**config.mk**
```make
export PLATFORM = sky130hd
export DESIGN_NAME = vc_arbiter_reader
export DESIGN_NICKNAME = d
export VERILOG_FILES = /design/src/rtl/vc_arbiter_reader.sv
export SDC_FILE = /design/constraint.sdc
export NUM_CORES = 1
export LEC_CHECK = 0
export ABC_AREA = 1
export CAP_MARGIN = 10
export CORE_ASPECT_RATIO = 1.1
export CORE_UTILIZATION = 46
export CTS_BUF_LIST = sky130_fd_sc_hd__clkbuf_16
export DETAILED_ROUTE_END_ITERATION = 10
export GPL_TIMING_DRIVEN = 1
export HOLD_SLACK_MARGIN = 0.08
export PLACE_DENSITY = 0.83
export SETUP_SLACK_MARGIN = 0.4
export SLEW_MARGIN = 20
export SYNTH_ARGS = -nofsm -noshare
export SYNTH_HDL_FRONTEND = slang
export SYNTH_SLANG_ARGS = --single-unit
export TNS_END_PERCENT = 30
```
**constraint.sdc**
```tcl
create_clock -name clk -period 2 [get_ports clk]
set_input_delay 0.5 -clock clk [delete_from_list [all_inputs] [get_ports clk]]
set_output_delay 0.5 -clock clk [all_outputs]
set_load 0.05 [all_outputs]
```
**src/rtl/vc_arbiter_reader.sv**
```systemverilog
// vc_arbiter_reader: pops VC0/VC1 by strict priority with bounded VC1 starvation and
// routes each popped word to D0/D1 by its class bit. Define VC_ARB_STATS_EN for forward counters.
module vc_arbiter_reader #(
  parameter int DATA_WIDTH   = 6,
  parameter int DEST_BIT     = 4,
  parameter int STARVE_LIMIT = 4
) (
  input  logic                  clk,
  input  logic                  reset,
  input  logic                  init,
  input  logic                  empty_VC0,
  input  logic                  empty_VC1,
  input  logic [DATA_WIDTH-1:0] data_VC0,
  input  logic [DATA_WIDTH-1:0] data_VC1,
  input  logic                  almost_full_D0,
  input  logic                  almost_full_D1,
  input  logic                  full_D0,
  input  logic                  full_D1,
  output logic                  pop_VC0,
  output logic                  pop_VC1,
  output logic                  push_D0,
  output logic                  push_D1,
  output logic [DATA_WIDTH-1:0] data_out,
  output logic                  idle
`ifdef VC_ARB_STATS_EN
  ,
  output logic [7:0]            fwd_cnt_VC0,
  output logic [7:0]            fwd_cnt_VC1
`endif
);

  typedef enum logic [1:0] {
    ST_IDLE   = 2'd0,
    ST_ACTIVE = 2'd1,
    ST_STALL  = 2'd2
  } state_t;

  localparam logic [3:0] LIMIT = 4'(STARVE_LIMIT);

  state_t                state_reg, state_next;
  logic [3:0]            starve_reg;
  logic                  stall;
  logic                  pop0, pop1;
  logic                  pend_reg;
  logic                  pend_vc_reg;
  logic [DATA_WIDTH-1:0] word;
  logic                  deliver;

  assign stall = almost_full_D0 | almost_full_D1 | full_D0 | full_D1;

  // Pops are gated by the live empty flags so a single remaining entry is read once.
  always_comb begin
    state_next = state_reg;
    pop0       = 1'b0;
    pop1       = 1'b0;
    case (state_reg)
      ST_IDLE: begin
        if (init) state_next = ST_ACTIVE;
      end
      ST_ACTIVE: begin
        if (!init)       state_next = ST_IDLE;
        else if (stall)  state_next = ST_STALL;
        else if (!empty_VC1 && (empty_VC0 || starve_reg == LIMIT)) pop1 = 1'b1;
        else if (!empty_VC0) pop0 = 1'b1;
      end
      ST_STALL: begin
        if (!init)       state_next = ST_IDLE;
        else if (!stall) state_next = ST_ACTIVE;
      end
      default: state_next = ST_IDLE;
    endcase
  end

  assign pop_VC0 = pop0;
  assign pop_VC1 = pop1;

  always_ff @(posedge clk or negedge reset) begin
    if (!reset) begin
      state_reg <= ST_IDLE;
    end else begin
      state_reg <= state_next;
    end
  end

  always_ff @(posedge clk or negedge reset) begin
    if (!reset) begin
      starve_reg <= 4'd0;
    end else if (!init || pop1 || (pop0 && empty_VC1)) begin
      starve_reg <= 4'd0;
    end else if (pop0 && starve_reg != LIMIT) begin
      starve_reg <= starve_reg + 4'd1;
    end
  end

  // The FIFO read data arrives one cycle after the pop; pend_* tracks which VC it came from.
  assign word    = pend_vc_reg ? data_VC1 : data_VC0;
  assign deliver = pend_reg & init;

  always_ff @(posedge clk or negedge reset) begin
    if (!reset) begin
      pend_reg    <= 1'b0;
      pend_vc_reg <= 1'b0;
      push_D0     <= 1'b0;
      push_D1     <= 1'b0;
      data_out    <= '0;
      idle        <= 1'b1;
    end else begin
      pend_reg    <= pop0 | pop1;
      pend_vc_reg <= pop1;
      push_D0     <= deliver & ~word[DEST_BIT];
      push_D1     <= deliver &  word[DEST_BIT];
      if (deliver) data_out <= word;
      idle        <= empty_VC0 & empty_VC1 & ~pend_reg;
    end
  end

`ifdef VC_ARB_STATS_EN
  logic [7:0] fwd0_reg, fwd1_reg;

  always_ff @(posedge clk or negedge reset) begin
    if (!reset) begin
      fwd0_reg <= 8'd0;
      fwd1_reg <= 8'd0;
    end else if (!init) begin
      fwd0_reg <= 8'd0;
      fwd1_reg <= 8'd0;
    end else if (pend_reg) begin
      if (pend_vc_reg) fwd1_reg <= fwd1_reg + 8'd1;
      else             fwd0_reg <= fwd0_reg + 8'd1;
    end
  end

  assign fwd_cnt_VC0 = fwd0_reg;
  assign fwd_cnt_VC1 = fwd1_reg;
`endif

endmodule

```
* Yosys cells after proc, flatten, opt, wreduce, memory -nomap -nowiden
Index checks and enable logic that the tools add are counted.
** Word-level totals
- Register bits after elaboration :: 17
- Bits in latches :: 0
- RAM bits :: 0
- Bits in read-only memories :: 0
- Bits of input ports :: 21
- Logic and storage cells :: 56
- Memories kept :: 0
** Operators by class
- $add $sub $neg :: 1
- $mul :: 0
- Div/mod/pow operators :: 0
- Magnitude comparators :: 0
- Eq/ne operators :: 7
- Shifts and indexed selects :: 0
- Multiplexer cells :: 18
- Bitwise gates (word level) :: 11
- Reduce and logical (&&, ||, !) cells :: 11
** Operators with widths (number)
- 2-to-1 mux 2 bit :: 5
- 2-to-1 mux 1 bit :: 9
- 2-to-1 mux 4 bit :: 2
- 2-to-1 mux 6 bit :: 1
- inequality test 3 bit (second input constant) :: 2
- case mux 2 bit (3 select lines) :: 1
- bitwise AND 1 bit :: 5
- adder 4 x 1 -> 4 bit (second input constant) :: 1
- equality test 4 x 3 -> 1 bit (second input constant) :: 1
- inequality test 4 x 3 -> 1 bit (second input constant) :: 1
- OR 1 bit :: 4
- logical AND 1 bit :: 3
- logical OR 1 bit :: 3
- AND reduction 3 bit :: 1
- equality test 2 x 1 -> 1 bit (second input constant) :: 1
- equality test 2 bit (second input constant) :: 1
- zero test 1 bit :: 2
- zero test 2 bit :: 1
- inequality test 2 bit (second input constant) :: 1
- NOT 1 bit :: 2
- nonzero test 2 bit :: 1

* Longest topological paths before layout
Gate-level depths: netlist of the first run.
- Word-level depth :: 10
- Gate-level depth with buffers :: 8
- Depth with buffers taken out :: 8

* Least setup slack after synthesis of the first run
Ideal clock, no wire load.
- Path kind :: register -> output
- From :: register starve_reg[0]
- To :: output pop_VC1
- Arrival time :: 1.997 ns
- Data required time :: 1.500 ns
- Slack :: -0.497 ns
- Cell stages (with the launch flop) :: 7
- Path through :: dfrtp_1 inv_1 ha_1 nand2_1 nor2_1 nor2_1 nor3_1
** On the way
- Longest elaborated chain between the ends :: 7
** Ends and longest elaborated chain
- start: declaration :: RTL line 41 : logic [3:0] starve_reg;
- start signal: assignment :: RTL line 91 : starve_reg <= starve_reg + 4'd1;
- equality test 4 x 3 -> 1 bit :: RTL line 63 : else if (!empty_VC1 && (empty_VC0 || starve_reg == LIMIT)) pop1 = 1'b1;
- logical OR 1 bit :: RTL line 63
- logical AND 1 bit :: RTL line 63
- 2-to-1 mux 1 bit :: RTL line 63
- 2-to-1 mux 1 bit :: RTL line 62 : else if (stall) state_next = ST_STALL;
- 2-to-1 mux 1 bit :: RTL line 61 : if (!init) state_next = ST_IDLE;
- 2-to-1 mux 1 bit :: RTL line 56 : case (state_reg)
- end: declaration :: RTL line 20 : output logic pop_VC1,
Every way passes these cells.

* Worst setup path in the final report of the first run
Ends and elaborated chain as after synthesis.

==> results of run 1 <==
## metal layers
layer | part of all wire, % | vias to the layer above | routed length, µm
met5 | 0 | - | 0
met4 | 0.79 | 0 | 23
met3 | 6.0 | 4 | 175
met2 | 54 | 43 | 1570
met1 | 39 | 461 | 1130
li1 | - | 437 | -
## final cells by class
type                       count  area share [%]
sequential                    17            29.6
clock buffer                   3            5.21
timing repair buffer          48            29.3
multi-input combinational     72            30.7
tap                           17            1.48
clock inverter                 1           0.260
inverter                      13            3.39
## placed cells by master (no fill, tap or decap)
| cell | synthesis | routed |
|---|---|---|
| a211oi_4 | 0 | 1 |
| a21oi_1 | 13 | 13 |
| a22oi_1 | 1 | 1 |
| buf_12 | 0 | 2 |
| buf_4 | 0 | 20 |
| clkbuf_16 | 0 | 3 |
| clkbuf_2 | 0 | 4 |
| clkdlybuf4s15_1 | 0 | 1 |
| clkdlybuf4s50_1 | 0 | 15 |
| dfrtp_1 | 16 | 16 |
| dfstp_2 | 1 | 1 |
| dlygate4sd2_1 | 0 | 6 |
| ha_1 | 2 | 1 |
| ha_2 | 0 | 1 |
| inv_1 | 11 | 10 |
| inv_2 | 2 | 4 |
| nand2_1 | 20 | 18 |
| nand2_2 | 1 | 3 |
| nand3_1 | 5 | 4 |
| nand3_2 | 2 | 2 |
| nand3_4 | 0 | 1 |
| nand4_1 | 4 | 4 |
| nor2_1 | 15 | 10 |
| nor2_2 | 1 | 3 |
| nor2_4 | 2 | 5 |
| nor3_4 | 0 | 1 |
| o21ai_0 | 1 | 1 |
| o21ai_1 | 1 | 1 |
| or2_1 | 1 | 1 |
| xor2_1 | 1 | 1 |
## critical path, stage by stage, from the launching register on
cell     delay (ns)
dfrtp_1        0.39
inv_1          0.07
ha_2           0.18
nand2_2        0.07
nor2_4         0.12
nor2_2         0.07
nor3_4         0.24
buf_12         0.17
## worst paths after layout
kind,to,startpoint,cells after the start
max in group asynchronous,idle,reset,2
min in group asynchronous,push_D0,reset,2
min,idle,pend_reg,1
max,pop_VC1,starve_reg[0],7
max reg2reg,pend_vc_reg,starve_reg[0],9
min reg2reg,idle,pend_reg,1
## kinds of logic after synthesis
family          count (synthesis)  share of synthesized area [%]
fa+ha+maj                       2                           2.95
buf+inv                        13                           5.76
simple gates                   52                           29.2
compound gates                 17                           10.6
flops                          17                           50.4
xor+xnor                        1                           1.03
## metrics by stage
| stage | setup TNS, ns | util [%] | hold slack, ns | power (µW) | instances |
|---|---|---|---|---|---|
| after detailed placement | -0.343 | 77.8 | 0.398 | 613 | 158 |
| after CTS | -0.0854 | 87.3 | 0.405 | 1010 | 170 |
| after global placement | -0.263 | 77.8 | 0.377 | 606 | 158 |
| after floorplan | 0 | - | 0.204 | 504 | 102 |
| final | -0.0890 | 87.3 | 0.418 | 1000 | 171 |
| after global routing | -0.167 | 87.3 | 0.438 | 1030 | 171 |
## power breakdown
| group | internal (µW) | leakage, µW | total [µW] | switching (µW) |
|---|---|---|---|---|
| clock network | 265 | 0.0000423 | 392 | 126 |
| logic | 80.6 | 0.000420 | 221 | 140 |
| registers | 371 | 0.000229 | 390 | 19.3 |
## what timing repair did
item,in CTS,in global routing
setup buffers,8,1
resized for setup,22,10
pin swaps,8,4
setup endpoints to repair,15,10
==> flow_summary.yaml, run 1 <==
run_status:
  outcome: "finished, violations left"
  violations: "setup timing"
final_layout:
  drive_gt1_share_pct: 33.1
  areaGrowthSynthToFinish_pct: 70.2
  regArea_um2: 427
  final_nets: 178
  multi_input_area_um2: 443
  antennaDiodeCount: 0
  final_area_mm2: 0.00144
  largest_reg_flops: 6
  fill_cells: 76
logic_synthesis:
  synth-seq-cells: 17
  ys_top_cells_by_count: "nand2_1 (20), dfrtp_1 (16), nor2_1 (15)"
  syn-num-nets: 125
  synth.cell_area_um2: 847
  synth_cell_types: 21
  ys_seq_area_share_pct: 50.4
  ys.flop_type: "dfrtp_1"
  avgSynthCellArea_um2: 8.30
  ys_top_cells_by_area: "dfrtp_1 (47%), nand2_1 (8.9%), a21oi_1 (7.7%), nor2_1 (6.6%), inv_1 (4.9%)"
  synth.top_cell.area_share_pct: 47.3
  ys.warnings.count: 0
  synth-edff-count: 0
  synth_cells: 102
  async_reset_ff_share_pct: 100
  synth_area_leader_cell: "dfrtp_1"
  synth.most_common_cell: "nand2_1"
die:
  fp.dieArea_mm2: 0.00202
  die_h_um: 47.0
  initial_core_util_pct: 51.3
  row_count: 15
  ioPinCount: 32
  chipWidth_um: 42.9
  core_mm2: 0.00165
sta:
  timing.fmax_mhz: 484
  rsz0062_at_grt: "yes"
  setup_violations: 2
  fin_crit_ns: 2.07
  tightest_slew_ns: 0.482
  report.final.slew_viol_count: 0
  maxSlewHeadroom_pct: 68.0
  hold_viol_final: 0
  fin_ws_ns: -0.0673
  clock-skew-final_ns: 0.00259
  period_share_pct: 103
clocking:
  cts_hold_buffers: 0
  clockRootBuffer: "clkbuf_16"
  cts_buffers: 3
  clock-sinks: 17
  ctsHtreeMaxLevel: 1
  cts.clk_slew.worst_paths_ns: 0.05
  cts_tree: "yes"
  insertion_delay_ns: 0.24
  cts.path.max_buffers: 2
routing:
  antenna_left: 0
  first_iter_violations: 44
  route.detailed.drc: 0
  dr.pass1.iters: 4
  wire_per_inst_um: 17.0
  wl_mm: 2.90
  vias: 945
  avgViaCountPerCell: 5.53
placed_design:
  hpwl_mm: 1.67
  place_area_mm2: 0.00128
  dp_slack_ns: -0.180
  gp_congestion: 0.817
  portBuffers: 31
min_path:
  hold_class: "reg2reg"
power_and_ir_drop:
  p_per_area_mw_per_mm2: 696
  peakVddDrop_mv: 0.666
  p_leak_uw: 0.000691
worst_setup_path:
  path_class: "reg2out"
  critPathRequiredTime_ns: 1.50
  critPathArrivalTime_ns: 1.57
  cp-end-kind: "primary output"
  crit_fanout: 2
  startpoint_type: "flip-flop"
  worst-r2r-setup-slack_ns: 0.45
grt:
  gr-usage-met2_pct: 56.1
  grt_max_degree: 18
  use_met3_pct: 5.00
  top_usage_layer: "met2"
  grt-ovfl-total: 0
  grtUsageTotal_pct: 29.0
  antenna_found_initial: 0
  grt_pass1_vias: 950
  gr-usage-met1_pct: 34.8
  grt_pass1_wl_mm: 4.32
flow_run:
  drv_cap: 0
No activity file was read; power rests on OpenSTA's default activity.
==> inputs of run 2 (changes only) <==
SLEW_MARGIN = 5   (was 20)
==> results of run 2 <==
The final DEF is identical to that of run 1; final timing and power are the same.
==> inputs of run 3 (changes only) <==
CAP_MARGIN = default   (was 10)
CORE_MARGIN = 2   (was default)
==> run 3 against run 2 <==
Effect of this change:
- the run still ends with setup timing left
- sequential power decreased by 1%
- global-route usage shrank 4.2 points
- maximum frequency increased by 1.3%
- total power decreased by 0.78%
- critical path type unchanged
- largest cell class unchanged
==> flow_summary.yaml, run 3 (synthesis results as in run 1) <==
power_and_ir_drop:
  swShare_pct: 27.7
  p_per_area_mw_per_mm2: 684
  p_switching_uw: 275
  p_int_uw: 719
  power.share.sequential_pct: 38.8
  clkPwrFrac_pct: 39.6
  p_comb_share_pct: 21.6
  p_leak_uw: 0.000684
  peakVddDrop_mv: 0.547
clocking:
  cts_buffers: 3
  cts.path.max_buffers: 2
  cts_hold_buffers: 0
  cts.clk_slew.worst_paths_ns: 0.05
  insertion_delay_ns: 0.24
  ctsHtreeMaxLevel: 1
  clock-sinks: 17
  clockRootBuffer: "clkbuf_16"
  cts_tree: "yes"
worst_setup_path:
  rr_worst_depth: 9
  critPathRequiredTime_ns: 1.50
  path_class: "reg2out"
  startpoint_type: "flip-flop"
  cp-end-kind: "primary output"
  crit_fanout: 2
  critPathArrivalTime_ns: 1.54
  r2r-start: "starve_reg[0]"
  r2r_end: "starve_reg[0]"
  worst-r2r-setup-slack_ns: 0.56
routing:
  antenna_left: 0
  wire_per_inst_um: 14.2
  first_iter_violations: 19
  avgViaCountPerCell: 5.22
  route.detailed.drc: 0
  vias: 882
  wl_mm: 2.41
  dr.pass1.iters: 4
sta:
  fin_crit_ns: 2.04
  rsz0062_at_grt: "yes"
  period_share_pct: 102
  tightest_slew_ns: 0.493
  maxSlewHeadroom_pct: 67.3
  hold_viol_final: 0
  fin_ws_ns: -0.0399
  timing.fmax_mhz: 490
  clock-skew-final_ns: 0.000787
  final.setup.tns_ns: -0.0574
  report.final.slew_viol_count: 0
  setup_violations: 2
final_layout:
  layout_commonest_cell: "nand2_1"
  final_cell_count_no_fill: 169
  final_cell_mix: "nand2_1 (19), dfrtp_1 (16), buf_4 (15)"
  drive_gt1_share_pct: 31.1
  final_nets: 175
  largest_reg_flops: 6
  areaGrowthSynthToFinish_pct: 71.8
  antennaDiodeCount: 0
  fill_cells: 96
  final_area_mm2: 0.00146
placed_design:
  hpwl_mm: 1.72
  gp_congestion: 0.803
  place_area_mm2: 0.00128
  portBuffers: 31
  dp_cells: 158
  dp_slack_ns: -0.212
min_path:
  holdPathEnd: "idle"
  hold_class: "reg2reg"
  hold_path_depth: 1
  min_from: "pend_reg"
grt:
  grt_max_degree: 18
  grtUsageTotal_pct: 24.9
  grt_pass1_wl_mm: 4.01
  grt-ovfl-total: 0
  antenna_found_initial: 0
  grt_pass1_vias: 887
run_status:
  violations: "setup timing"
  outcome: "finished, violations left"
flow_run:
  drv_cap: 0
die:
  initial_core_util_pct: 48.1
  ioPinCount: 32
  row_count: 16
  fp.dieArea_mm2: 0.00220
  core_mm2: 0.00176
  chipWidth_um: 44.9
  die_h_um: 49.0
==> run 3: final cells by class <==
cell class | count | area [µm²] | area share, %
clock buffer | 3 | 75.1 | 5.16
timing repair buffer | 45 | 432 | 29.7
tap | 18 | 22.5 | 1.55
clock inverter | 1 | 5.00 | 0.344
multi-input combinational | 72 | 445 | 30.6
inverter | 13 | 48.8 | 3.35
sequential | 17 | 427 | 29.3
==> run 3: what timing repair did <==
item | in CTS | in global routing
pin swaps | 7 | 3
setup buffers | 4 | 3
gates resized for setup | 25 | 11
setup endpoints to repair | 12 | 10
==> run 3: power by group through the flow <==
stage	combinational (µW)	sequential [µW]	clock [µW]
final	215	386	394
after global routing	229	388	418
after global placement	216	389	0
after CTS	216	386	401
after detailed placement	222	391	0
after floorplan	43.0	461	0
==> run 3: stage by stage <==
step / util, % / power (µW) / hold slack [ns]
6_report: 82.6 / 995 / 0.386
3_3_place_gp: 72.7 / 605 / 0.375
3_5_place_dp: 72.7 / 613 / 0.382
5_1_grt: 82.6 / 1040 / 0.398
4_1_cts: 80.5 / 1000 / 0.388
2_1_floorplan: - / 504 / 0.204
==> run 3: how the worst max path moves through the flow <==
stage,startpoint,endpoint,slack [ns],depth (start not counted)
3_5_place_dp,init,pop_VC0,-0.21,6
4_1_cts,starve_reg[1],pop_VC1,-0.05,7
6_report,starve_reg[0],pop_VC1,-0.04,7
5_1_grt,starve_reg[0],pop_VC1,-0.10,7
2_1_floorplan,starve_reg[0],pop_VC1,0.11,6
3_3_place_gp,init,pop_VC0,-0.16,6
==> run 3: worst max-delay path: stages (launching register included) <==
cell and delay (ns):
dfrtp_1 0.40, inv_2 0.08, ha_4 0.14, nand2_4 0.06, nor2_4 0.15, nor2_4 0.06, nor3_4 0.23, buf_12 0.17
==> run 3: per-layer routing <==
| layer | share of wire (%) | vias to the layer above | GRT usage, % |
|---|---|---|---|
| met5 | 0 | - | 0 |
| met4 | 1.2 | 0 | 9.31 |
| met3 | 5.9 | 4 | 4.81 |
| met2 | 53 | 35 | 43.5 |
| met1 | 40 | 413 | 29.2 |
| li1 | - | 430 | - |
